File: config.mk
export PLATFORM = sky130hd
export DESIGN_NAME = uart_tx_param_flat
export DESIGN_NICKNAME = d
export VERILOG_FILES = /design/src/rtl/uart_pkg.sv /design/src/rtl/uart_tx_param_if.sv /design/src/rtl/uart_tx_param.sv /design/src/flat_wrapper.sv
export SDC_FILE = /design/constraint.sdc
export NUM_CORES = 1
export LEC_CHECK = 0
export BUFFER_PORTS_ARGS = -buffer_cell sky130_fd_sc_hd__buf_2
export CAP_MARGIN = 0
export CORE_MARGIN = 3
export CORE_UTILIZATION = 42
export CTS_CLUSTER_SIZE = 20
export DETAILED_ROUTE_END_ITERATION = 8
export SYNTH_ARGS = -nofsm -noshare
export SYNTH_HDL_FRONTEND = slang
export SYNTH_SLANG_ARGS = --single-unit
File: constraint.sdc
create_clock -name clk -period 2.82 [get_ports clk]
set_clock_uncertainty 0.05 [all_clocks]
set_input_delay 0.564 -clock clk [delete_from_list [all_inputs] [get_ports clk]]
set_output_delay 0.564 -clock clk [all_outputs]
set_load 0.005 [all_outputs]
File: src/rtl/uart_pkg.sv
// Shared constants for the parametrised UART transmitter: parity modes,
// stop-bit counts and FSM state encodings.
package uart_pkg;

  localparam int PAR_NONE = 0;
  localparam int PAR_EVEN = 1;
  localparam int PAR_ODD  = 2;

  localparam int STOP_ONE = 1;
  localparam int STOP_TWO = 2;

  // Each state names the next bit that will be driven onto the line.
  localparam logic [2:0] ST_IDLE  = 3'd0;
  localparam logic [2:0] ST_DATA  = 3'd1;
  localparam logic [2:0] ST_PAR   = 3'd2;
  localparam logic [2:0] ST_STOP1 = 3'd3;
  localparam logic [2:0] ST_STOP2 = 3'd4;

endpackage

File: src/rtl/uart_tx_param_if.sv
// Word-side handshake between a producer and the UART transmitter.
interface uart_tx_param_if #(
  parameter int DATA_W = 8
);

  logic [DATA_W-1:0] data_in;
  logic              start;
  logic              ready;
  logic              busy;
  logic              done;

  modport master (output data_in, output start, input ready, input busy, input done);
  modport slave  (input data_in, input start, output ready, output busy, output done);

endinterface

File: src/rtl/uart_tx_param.sv
// Parametrised UART transmitter: one-word holding register, configurable
// parity / stop bits / bit order, bit timing from an external tx_en strobe.
module uart_tx_param
  import uart_pkg::*;
#(
  parameter int DATA_W    = 8,
  parameter int PARITY    = PAR_ODD,
  parameter int STOP_BITS = STOP_ONE,
  parameter int MSB_FIRST = 0
) (
  input  logic            clk,
  input  logic            resetN,
  input  logic            tx_en,
  uart_tx_param_if.slave  bus,
  output logic            tx
);

  localparam int              CW   = $clog2(DATA_W);
  localparam logic [CW-1:0]   LAST = CW'(DATA_W - 1);

  logic [2:0]        state;
  logic [CW-1:0]     cnt;
  logic [CW-1:0]     bit_idx;
  logic              hold_valid;
  logic              done;
  logic [DATA_W-1:0] hold_reg;
  logic [DATA_W-1:0] shift_reg;
  logic              par_bit;
  logic              accept;
  logic              launch;

  function automatic logic parity_of(input logic [DATA_W-1:0] w);
    return (PARITY == PAR_EVEN) ? ^w : ~^w;
  endfunction

  assign accept    = bus.start && !hold_valid;
  assign launch    = tx_en && (state == ST_IDLE) && hold_valid;
  assign bus.ready = ~hold_valid;
  assign bus.busy  = (state != ST_IDLE) || hold_valid;
  assign bus.done  = done;

  always_comb begin
    bit_idx = cnt;
    if (MSB_FIRST != 0) bit_idx = LAST - cnt;
  end

  // Datapath registers carry no reset; they are only consumed under hold_valid / state.
  always_ff @(posedge clk) begin
    if (accept) hold_reg <= bus.data_in;
    if (launch) begin
      shift_reg <= hold_reg;
      par_bit   <= parity_of(hold_reg);
    end
  end

  always_ff @(posedge clk or negedge resetN) begin
    if (!resetN) begin
      state      <= ST_IDLE;
      tx         <= 1'b1;
      hold_valid <= 1'b0;
      cnt        <= '0;
      done       <= 1'b0;
    end else begin
      done <= 1'b0;
      if (accept) hold_valid <= 1'b1;
      if (tx_en) begin
        case (state)
          ST_IDLE: begin
            if (hold_valid) begin
              tx         <= 1'b0;
              hold_valid <= 1'b0;
              cnt        <= '0;
              state      <= ST_DATA;
            end
          end
          ST_DATA: begin
            tx <= shift_reg[bit_idx];
            if (cnt == LAST) begin
              cnt   <= '0;
              state <= (PARITY != PAR_NONE) ? ST_PAR : ST_STOP1;
            end else begin
              cnt <= cnt + 1'b1;
            end
          end
          ST_PAR: begin
            tx    <= par_bit;
            state <= ST_STOP1;
          end
          ST_STOP1: begin
            tx <= 1'b1;
            if (STOP_BITS == STOP_ONE) begin
              done  <= 1'b1;
              state <= ST_IDLE;
            end else begin
              state <= ST_STOP2;
            end
          end
          ST_STOP2: begin
            tx    <= 1'b1;
            done  <= 1'b1;
            state <= ST_IDLE;
          end
          default: state <= ST_IDLE;
        endcase
      end
    end
  end

endmodule

File: src/flat_wrapper.sv
// flat-port wrapper written by rule: the top's interface ports become plain ports
module uart_tx_param_flat import uart_pkg::*;
#(
  parameter int DATA_W    = 8,
  parameter int PARITY    = PAR_ODD,
  parameter int STOP_BITS = STOP_ONE,
  parameter int MSB_FIRST = 0
)
  (clk, resetN, tx_en, tx, bus_data_in, bus_start, bus_ready, bus_busy, bus_done);
  uart_tx_param_if #(.DATA_W(DATA_W)) bus_i ();
  input  logic clk;
  input  logic resetN;
  input  logic tx_en;
  output logic tx;
  input wire logic [$bits(bus_i.data_in)-1:0] bus_data_in;
  input wire logic [$bits(bus_i.start)-1:0] bus_start;
  output wire logic [$bits(bus_i.ready)-1:0] bus_ready;
  output wire logic [$bits(bus_i.busy)-1:0] bus_busy;
  output wire logic [$bits(bus_i.done)-1:0] bus_done;
  assign bus_i.data_in = bus_data_in;
  assign bus_i.start = bus_start;
  assign bus_ready = bus_i.ready;
  assign bus_busy = bus_i.busy;
  assign bus_done = bus_i.done;
  uart_tx_param #(.DATA_W(DATA_W), .PARITY(PARITY), .STOP_BITS(STOP_BITS), .MSB_FIRST(MSB_FIRST)) u_core (.clk(clk), .resetN(resetN), .tx_en(tx_en), .bus(bus_i), .tx(tx));
endmodule
==> impl_metrics.ini, run 1 <==
[final_layout]
n_antenna_cell = 0
layout_common_cells = 17 x edfxtp_1, 15 x buf_2, 7 x xnor2_1, 7 x ha_1, 7 x dfrtp_1
final_util_pct = 52.8
layout_commonest_cell = edfxtp_1
area_growth_pct = 12.8
final_nets = 107
drive_gt1_share_pct = 26.4

[yosys]
synthAdderAreaFrac_pct = 8.00
synth-warning-count = 0
syn_avg_cell_area_um2 = 16.1
synth_compound_area_share_pct = 5.71
synth_top_family_by_area = adder cells
netlist_area_um2 = 1090
ys_seq_area_share_pct = 65.0
ys_types = 23
syn_nets = 87
synth_xor_area_share_pct = 5.60
yosysTopAreaCellShare_pct = 46.6
yosys.area_share.simple_pct = 6.86
synth_cells = 68
yosys.area.top_type = edfxtp_1
synth_mux_area_share_pct = 7.77
synth_seq_cells = 25
synth.area.top_cells = edfxtp_1 47%, dfrtp_1 16%, ha_1 8.0%, xnor2_1 5.6%, mux4_1 4.8%

[placed_design]
gp_congestion = 0.744
dp_hpwl_um = 1190
port-buffer-count = 15

[route]
drc = 0
via_per_inst = 4.97
ant_nets = 0
num_vias = 571
routed_wl_um = 1500
first_iter_violations = 11
wire_per_inst_um = 13.1
firstDrtPassIters = 4

[setup_path]
cp.required_ns = 2.21
worstPathCellList = inv_1 -> ha_1 -> nand2b_1 -> buf_2
crit_start = u_core.state[1]
cp_max_fo = 6
max_stage_delay_ns = 0.45
worst-setup-path-type = reg2out
critPathLaunchType = flop
rr_startpoint = u_core.state[1]
crit_family = flip-flops
cp_slowest_cell = dfrtp_1
worstSetupEndpointType = output pin
cp.arrival_ns = 1.39
path_buf_inv = 2

[floorplan]
num_rows = 17
die_h_um = 57.1
initial_core_util_pct = 46.8
fp.dieW_um = 57.1
dieArea_um2 = 3260
coreArea_um2 = 2340
pin_count = 16

[power]
p_int_mw = 0.751
ir_worst_vdd_mv = 0.554
leakage_nw = 0.501
p_switching_mw = 0.346
p_per_area_nw_per_um2 = 888
pwr-share-seq_pct = 52.8
combPwrFrac_pct = 32.8
clock_power_share_pct = 14.4
sw_frac_of_total_pct = 31.5

[clocking]
clkSlewWorstSetupHoldPaths_ns = 0.14
cts_made_buffers = 3
holdBufCountCts = 0
clock_latency_ns = 0.31
cts_max_level = 1
post_cts_buffers = 0
clock_path_buffers = 2
cts_sinks = 25
post_cts_resize_count = 0
root_buffer = clkbuf_4
cts_tree = done

[flow_run]
cap_violations = 0

[sta]
rsz0062_at_grt = false
setup_tns_ns = 0
final-hold-violation-count = 0
finalSetupViolCount = 0
fin_crit_ns = 2.00
fmax_mhz = 500
worst_pin_slew_ns = 0.628
slew_viol_final = 0
relSlewSlack_pct = 58.1
min_period_over_period_pct = 70.9

[grt]
grt.overflow.total = 0
grt_max_degree = 16
grt_pass1_vias = 569
antenna_found_initial = 0
grt_pass1_wl_um = 2580
groute.usage.overall_pct = 10.6

[status]
status = finished clean

[hold_path]
min-delay-path-class = in2async
[cells by family after synthesis]
group | after synthesis
and+or+nand+nor | 14
muxes | 5
DFF | 25
adders and majority gates | 7
xor gates and xnor gates | 7
AOI/OAI and AO/OA | 7
buffers and inverters | 3
[routing by layer]
layer | vias to the layer above | track usage (%) | wire length, um
met4 | 0 | 5.96 | 19
met1 | 269 | 14.6 | 723
met3 | 2 | 2.04 | 46
li1 | 293 | - | -
met5 | - | 0 | 0
met2 | 7 | 15.5 | 714
[final cells by class]
class	count	area [um2]
fillers	204	1100
flip-flops and latches	25	712
multi-input cells	40	372
repair buffers	15	75.1
well taps	28	35.0
clock buffers	3	22.5
inverters	3	11.3
clock inverters	1	7.51
[final timing paths]
path	slack [ns]	cells past startpoint	to
min in group clk	0.37	1	u_core.hold_reg[7]
worst min register to register	0.44	0	u_core.shift_reg[4]
max in group asynchronous	2.46	1	u_core.tx
worst min-delay path	0.02	1	u_core.state[0]
worst max-delay path	0.82	4	bus_busy
worst max register to register	1.05	6	u_core.state[1]
[cell usage after synthesis]
library cell / count
nor2_1: 2
a221oi_2: 1
nand2b_1: 2
o21ai_0: 1
nand3_1: 1
o211ai_1: 1
xnor2_1: 7
and3_1: 1
mux4_1: 2
inv_1: 3
mux2i_1: 1
and2_1: 2
edfxtp_1: 17
nor2b_1: 2
dfstp_2: 1
o21bai_1: 1
ha_1: 7
a32o_1: 2
nand2_1: 3
o31ai_1: 1
or4_1: 1
mux2_2: 2
dfrtp_1: 7
[per-stage QoR]
step           cell area [um2]  hold slack (ns)  worst slack [ns]  instances  power (mW)
2_1_floorplan             1090            0.218              1.19         68       0.854
3_3_place_gp              1200            0.370              1.08        111       0.954
3_5_place_dp              1200            0.372              1.06        111       0.956
4_1_cts                   1230           0.0168             0.823        115        1.11
5_1_grt                   1230          0.00906             0.701        115        1.19
6_report                  1230           0.0186             0.820        115        1.10
[power groups by stage]
stage | sequential [mW] | combinational, mW | clock (mW)
2_1_floorplan | 0.569 | 0.285 | 0
3_3_place_gp | 0.586 | 0.368 | 0
3_5_place_dp | 0.591 | 0.366 | 0
4_1_cts | 0.582 | 0.366 | 0.166
5_1_grt | 0.596 | 0.405 | 0.186
6_report | 0.579 | 0.360 | 0.158
No activity file was read; power rests on OpenSTA's default activity.
==> run 2: changes to the inputs <==
Clock period 2.82 ns to 2.1 ns, I/O delays scaled along.
==> run 2 against run 1 <==
Power up 34%. Critical path depth unchanged. Critical path type unchanged. Critical endpoint unchanged. Largest power group unchanged. Non-clock buffer count is 1 higher. Highest routed layer unchanged. Clock power up 35%.
==> impl_metrics.ini, run 2 (synthesis results as in run 1) <==
[setup_path]
max_stage_delay_ns = 0.45
cp.required_ns = 1.63
critPathLaunchType = flop
worst-setup-path-type = reg2out
crit_family = flip-flops
path_buf_inv = 2
cp_slowest_cell = dfrtp_1
worstPathCellList = inv_1 -> ha_1 -> nand2b_1 -> buf_2
worstSetupEndpointType = output pin
cp.arrival_ns = 1.39
cp_max_fo = 6

[sta]
relSlewSlack_pct = 58.1
finalSetupViolCount = 0
final-hold-violation-count = 0
slew_viol_final = 0
worst_pin_slew_ns = 0.628
setup_ws_ns = 0.244
rsz0062_at_grt = false
fmax_mhz = 539
fin_crit_ns = 1.86
setup_tns_ns = 0
min_period_over_period_pct = 88.4

[power]
p_per_area_nw_per_um2 = 1180
combPwrFrac_pct = 32.8
leakage_nw = 0.505
p_switching_mw = 0.464
sw_frac_of_total_pct = 31.5
p_int_mw = 1.01
pwr-share-seq_pct = 52.7
clock_power_share_pct = 14.4
ir_worst_vdd_mv = 0.744

[clocking]
clkSlewWorstSetupHoldPaths_ns = 0.14
cts_max_level = 1
clock_path_buffers = 2
clock_latency_ns = 0.31
cts_tree = done
cts_sinks = 25
root_buffer = clkbuf_4
cts_made_buffers = 3

[placed_design]
post-place-ws_ns = 0.342
dp_hpwl_um = 1190
port-buffer-count = 15
gp_congestion = 0.744

[floorplan]
fp.dieW_um = 57.1
pin_count = 16
coreArea_um2 = 2340
initial_core_util_pct = 46.8
die_h_um = 57.1
num_rows = 17
dieArea_um2 = 3260

[route]
firstDrtPassIters = 4
first_iter_violations = 10
routed_wl_um = 1500
drc = 0
num_vias = 576
via_per_inst = 4.97
ant_nets = 0
wire_per_inst_um = 12.9

[final_layout]
drive_gt1_share_pct = 26.1
final_nets = 108
fillers = 205
n_antenna_cell = 0
area_growth_pct = 13.7
layout_common_cells = 17 x edfxtp_1, 15 x buf_2, 7 x xnor2_1, 7 x ha_1, 7 x dfrtp_1
layout_commonest_cell = edfxtp_1

[grt]
antenna_found_initial = 0
grt_pass1_wl_um = 2580
grt_max_degree = 16
grt_pass1_vias = 571
groute.usage.overall_pct = 10.6
grt.overflow.total = 0

[flow_run]
cap_violations = 0

[status]
status = finished clean

[hold_path]
min-delay-path-class = in2reg
## run 2: layer usage
metal,wire length (um),GRT usage (%),up-vias
met4,19,5.96,0
met1,717,14.5,272
met3,46,2.04,2
met5,0,0,-
li1,-,-,295
met2,718,15.7,7
## run 2: cell type report
cell class | instances | area, um2 | share of cell area (%)
multi-input cells | 40 | 372 | 29.8
clock buffers | 3 | 22.5 | 1.81
flip-flops and latches | 25 | 712 | 57.2
inverters | 3 | 11.3 | 0.905
clock inverters | 1 | 7.51 | 0.603
well taps | 28 | 35.0 | 2.81
repair buffers | 16 | 85.1 | 6.83
## run 2: final timing paths
| path | startpoint | to | slack [ns] | cells past startpoint |
|---|---|---|---|---|
| worst max-delay path | u_core.state[1] | bus_busy | 0.24 | 4 |
| worst min-delay path | bus_data_in[7] | u_core.hold_reg[7] | 0.22 | 1 |
| worst max register to register | u_core.state[1] | u_core.state[1] | 0.33 | 6 |
| worst min register to register | u_core.hold_reg[4] | u_core.shift_reg[4] | 0.44 | 0 |
| max in group asynchronous | resetN | u_core.tx | 1.35 | 2 |
| min in group asynchronous | resetN | u_core.state[0] | 0.41 | 2 |
## run 2: per-stage QoR
step / total power, mW / std cells / hold slack (ns) / instance area, um2 / utilization (%)
2_1_floorplan: 1.15 / 68 / 0.0744 / 1090 / -
3_3_place_gp: 1.28 / 111 / 0.226 / 1200 / 51.5
3_5_place_dp: 1.28 / 111 / 0.228 / 1200 / 51.5
4_1_cts: 1.50 / 116 / 0.211 / 1240 / 53.2
5_1_grt: 1.60 / 116 / 0.190 / 1240 / 53.2
6_report: 1.47 / 116 / 0.224 / 1240 / 53.2
## run 2: what timing repair did
| item | CTS | global route |
|---|---|---|
| endpoints found under the hold margin | 7 | 0 |
| setup buffers | 0 | 0 |
| gates resized for setup | 0 | 0 |
| endpoints found under the setup margin | 0 | 0 |
| hold buffers | 1 | 0 |
## run 2: power groups by stage
stage | Clock (mW) | Sequential (mW) | Combinational, mW
2_1_floorplan | 0 | 0.764 | 0.382
3_3_place_gp | 0 | 0.787 | 0.494
3_5_place_dp | 0 | 0.793 | 0.491
4_1_cts | 0.222 | 0.781 | 0.493
5_1_grt | 0.249 | 0.800 | 0.546
6_report | 0.213 | 0.777 | 0.484
